**src/rtl/regfile_param.sv**
```systemverilog
// rtl/regfile_param.sv - parametrised register file, one write port, two read ports
module regfile_param #(
  parameter int WIDTH    = 32,
  parameter int DEPTH    = 32,
  parameter int AW       = 5,
  parameter int ZERO_REG = 1,
  parameter int BYPASS   = 1,
  parameter int RD_REG   = 0
) (
  input  logic             clk,
  input  logic             clr,
  input  logic             we,
  input  logic [AW-1:0]    waddr,
  input  logic [WIDTH-1:0] wdata,
  input  logic [AW-1:0]    raddr_a,
  input  logic [AW-1:0]    raddr_b,
  output logic [WIDTH-1:0] rdata_a,
  output logic [WIDTH-1:0] rdata_b
);

  logic [WIDTH-1:0] mem_q [DEPTH];
  logic [WIDTH-1:0] mem_d [DEPTH];
  logic             wr_en;
  logic [WIDTH-1:0] rd_a_val;
  logic [WIDTH-1:0] rd_b_val;

  // Writes to the hardwired zero entry are dropped before they reach the array.
  assign wr_en = we && !((ZERO_REG != 0) && (waddr == '0));

  // Next array contents: only the addressed entry changes on a qualified write.
  always_comb begin
    mem_d = mem_q;
    if (wr_en) begin
      mem_d[waddr] = wdata;
    end
  end

  // Storage array, cleared asynchronously so a write coinciding with reset is lost.
  always_ff @(posedge clk or negedge clr) begin
    if (!clr) begin
      for (int i = 0; i < DEPTH; i++) begin
        mem_q[i] <= '0;
      end
    end else begin
      mem_q <= mem_d;
    end
  end

  // Read value per port: stored word, optionally overridden by same-cycle write data,
  // and forced to zero for entry 0 last so forwarding can never leak into it.
  always_comb begin
    rd_a_val = mem_q[raddr_a];
    rd_b_val = mem_q[raddr_b];
    if ((BYPASS != 0) && we && (waddr == raddr_a)) begin
      rd_a_val = wdata;
    end
    if ((BYPASS != 0) && we && (waddr == raddr_b)) begin
      rd_b_val = wdata;
    end
    if ((ZERO_REG != 0) && (raddr_a == '0)) begin
      rd_a_val = '0;
    end
    if ((ZERO_REG != 0) && (raddr_b == '0)) begin
      rd_b_val = '0;
    end
  end

  if (RD_REG != 0) begin : g_rd_reg
    logic [WIDTH-1:0] rdata_a_q;
    logic [WIDTH-1:0] rdata_b_q;
    logic [WIDTH-1:0] rdata_a_d;
    logic [WIDTH-1:0] rdata_b_d;

    // The registered read captures exactly what a combinational read would show this cycle.
    always_comb begin
      rdata_a_d = rd_a_val;
      rdata_b_d = rd_b_val;
    end

    // Read registers hold zero through reset and until the first edge after release.
    always_ff @(posedge clk or negedge clr) begin
      if (!clr) begin
        rdata_a_q <= '0;
        rdata_b_q <= '0;
      end else begin
        rdata_a_q <= rdata_a_d;
        rdata_b_q <= rdata_b_d;
      end
    end

    assign rdata_a = rdata_a_q;
    assign rdata_b = rdata_b_q;
  end else begin : g_rd_comb
    assign rdata_a = rd_a_val;
    assign rdata_b = rd_b_val;
  end

endmodule

```
**config.mk**
```make
export PLATFORM = sky130hd
export DESIGN_NAME = regfile_param
export DESIGN_NICKNAME = d
export VERILOG_FILES = /design/src/rtl/regfile_param.sv
export SDC_FILE = /design/constraint.sdc
export NUM_CORES = 2
export LEC_CHECK = 0
export CORE_UTILIZATION = 60
export CTS_CLUSTER_DIAMETER = 30
export DETAILED_ROUTE_END_ITERATION = 8
export PLACE_DENSITY = 0.82
export RECOVER_POWER = 25
export SETUP_SLACK_MARGIN = 0.15
export SLEW_MARGIN = 20
export SYNTH_ARGS = -nofsm -noshare
export SYNTH_HDL_FRONTEND = slang
export SYNTH_SLANG_ARGS = --single-unit
```
**constraint.sdc**
```tcl
create_clock -name clk -period 4.85 [get_ports clk]
set_clock_uncertainty 0.15 [all_clocks]
set_input_delay 1.2125 -clock clk [delete_from_list [all_inputs] [get_ports clk]]
set_output_delay 1.2125 -clock clk [all_outputs]
set_load 0.1 [all_outputs]
```
==> impl_metrics.tcl <==
set metrics [dict create \
    cp.required_ns 3.49 \
    fin_crit_sh 1.03 \
    die_area_um2 93600 \
    ys_ff_latch 1024 \
    slowest_stage "xnor2_1" \
    clkTransAtPathRegs_ns 0.05 \
    start_util 0.605 \
    drc 0 \
    reg2reg_depth 1 \
    ys_warn_count 0 \
    min_from "mem_q[1015]" \
    tns_ns -2.12 \
    avgViaCountPerCell 7.98 \
    nNetsFinal 4363 \
    first_iter_violations 7088 \
    grt_pass1_vias 46300 \
    clkSinkCount 1024 \
    ys_seq_area_frac 0.462 \
    tightest_slew_ns 3.16 \
    row_count 111 \
    syn_area_per_cell_um2 14.1 \
    core-area_um2 91700 \
    final.fill_count 4543 \
    critPathMaxFanout 12 \
    crit_end "rdata_a[0]" \
    synthDistinctLibCells 59 \
    syn2layout_area_growth_pct 26.5 \
    p_leak_nw 31.2 \
    synth_mux_area_frac 0.415 \
    ant_nets 0 \
    clkLatencyLatePin_ns 0.80 \
    power_w 0.0335 \
    cp.arrival_ns 3.63 \
    htree_levels 4 \
    numPortBuffers 113 \
    ff2ff_setup_slack_ns 3.68 \
    synth-edff-count 0 \
    clockBufferDepth 3 \
    root_buffer "clkbuf_16" \
    cts_hold_buf 0 \
    fmax_mhz 200 \
    synth_top_family_by_area "multiplexers" \
    reg_top3 "mem_q x1024" \
    gp_congestion 0.956 \
    ys.flop_type "dfrtp_1" \
    ir_drop_mv 0.402 \
    cp-end-kind "output port" \
    final_area_um2 70200 \
    final.setup.worst_slack_ns -0.145 \
    cp-startpoint "raddr_a[4]" \
    grt_overflow 0 \
    cts_tree "built" \
    numCtsBuffers 198 \
    final-hold-violation-count 0 \
    yosys.area_share.simple 0.0295 \
    r2r-start "mem_q[830]" \
    layout-drive-gt1-share 0.540 \
    violations "max-capacitance violations, max-slew violations, negative setup slack" \
    ios 114 \
    finalWirelength_mm 229 \
    die_x_um 306 \
    regMostFlops "mem_q" \
    rsz0062_at_grt "true" \
    slowest_delay_ns 0.68 \
    critPathKind "in -> out" \
    rr_endpoint "mem_q[830]" \
    syn_inst 3946 \
    async_flop_share 1.00 \
    start_kind "primary input" \
    path_cells "buf_6 > xnor2_1 > buf_4 > nand3_2 > buf_4 > nor2b_4 > buf_6 > buf_4 > a211oi_2 > nor3_4 > buf_12 > buf_12" \
    synth_compound_area_frac 0.0550 \
    grt_pass1_wl_mm 312 \
    netlist_area_um2 55400 \
    place_hpwl_mm 118 \
    antenna_found_initial 20 \
    post_dp_cell_area_um2 61500 \
    hp-class "reg -> reg" \
    drt-wirelength-per-cell_um 40.3 \
    setup_viol 28 \
    synth-xor-area-share 0.00158 \
    num_vias 45300 \
    whs_ns 0.249 \
    largest_register_ff_count 1024 \
    firstDrtPassIters 9 \
    p_per_area_nw_per_um2 478 \
    die_h_um 306 \
    yosys.area_share.adder 0 \
    post-route-min-period_ns 5.00 \
    cpMostUsedCell "buf_4" \
    status "complete, but fails checks" \
    grt_max_degree 91 \
    track_usage 0.460 \
    maxSlewViolCount 84 \
    synth_fp_nets 3996 \
    drv_cap 1 \
    slew_headroom -1.11 \
]
==> placed cells by master, fill, tap and decap left out, types with 34 or more instances in the layout <==
cell type and instances:
dfrtp_1 1024, mux2i_1 336, o21ai_0 34, mux4_2 362, a22oi_1 80, nor2_1 47
a21oi_1 51, mux2_2 958, a221oi_1 51, mux2_1 57, buf_4 342, clkbuf_16 203
nand2_1 61, buf_12 144
==> routing by layer <==
layer	track usage	wire (µm)	vias to the layer above
met5	0	478	-
met2	0.650	93900	4814
met3	0.198	38900	2012
met1	0.546	69800	22500
li1	-	-	16000
met4	0.374	25500	26
==> how the worst min path moves through the flow <==
stage | end | slack, ns | cells past startpoint
floorplan | mem_q[1003] | 0.29 | 1
CTS | mem_q[1002] | 0.25 | 0
finish | mem_q[1015] | 0.25 | 0
detailed placement | mem_q[998] | 0.23 | 0
global route | mem_q[1011] | 0.26 | 0
global placement | mem_q[994] | 0.23 | 0
==> cells in the mapped netlist, drive strengths merged (4+ instances only) <==
master	number	area [µm²]
a2111oi	8	70.1
a211o	31	272
a211oi	30	225
a21oi	62	310
a221o	8	80.1
a221oi	64	561
a22o	8	70.1
a22oi	89	668
and2	6	37.5
buf	189	1100
clkbuf	247	927
dfrtp	1024	25600
mux2	1015	11400
mux2i	339	3390
mux4	363	8190
nand2	78	293
nand2b	13	81.3
nand3	26	130
nor2	84	318
nor2b	38	238
nor3	50	255
nor3b	13	103
nor4	4	40.0
o211ai	15	113
o21ai	54	285
o21bai	8	60.1
o22ai	42	263
or2	6	37.5
xnor2	5	43.8
xor2	5	43.8
==> final cells by class <==
type	instances	area, µm²	share of cell area
repair buffers	603	7080	0.101
inverters	2	7.51	0.000107
diodes	11	27.5	0.000392
multi-input cells	2484	28900	0.411
clock inverters	123	1630	0.0233
well taps	1186	1480	0.0212
flip-flops and latches	1024	25600	0.365
clock buffers	243	5440	0.0776
==> critical path, delay by kind of cell <==
family | cells | cell delay, ns
simple gates | 3 | 0.45
xor+xnor | 1 | 0.68
compound gates | 1 | 0.04
buf+inv | 7 | 1.21
==> what timing repair did <==
| item | CTS | global route |
|---|---|---|
| cloned | 9 | 5 |
| pin swaps | 16 | 20 |
| endpoints found under the setup margin | 61 | 56 |
| buffers inserted | 24 | 29 |
| resized for setup | 78 | 117 |
==> through the flow <==
step / util / worst slack, ns / std cells
3_5_place_dp: 0.671 / -0.280 / 5232
4_1_cts: 0.757 / 0.111 / 5631
6_report: 0.765 / -0.145 / 5676
2_1_floorplan: - / 0.0301 / 3946
5_1_grt: 0.765 / -0.0728 / 5667
3_3_place_gp: 0.671 / -0.252 / 5232
==> logic make-up after synthesis <==
group / after synthesis
XOR/XNOR: 10
flip-flops: 1024
AO/OA/AOI/OAI: 428
AND/OR/NAND/NOR: 329
buffers and inverters: 438
multiplexers: 1717
==> power breakdown <==
group | switching [W] | internal [W]
combinational | 0.00360 | 0.00361
sequential | 0.00156 | 0.0102
clock | 0.00515 | 0.00942
total | 0.0103 | 0.0232
(Power assumes the default switching activity.)
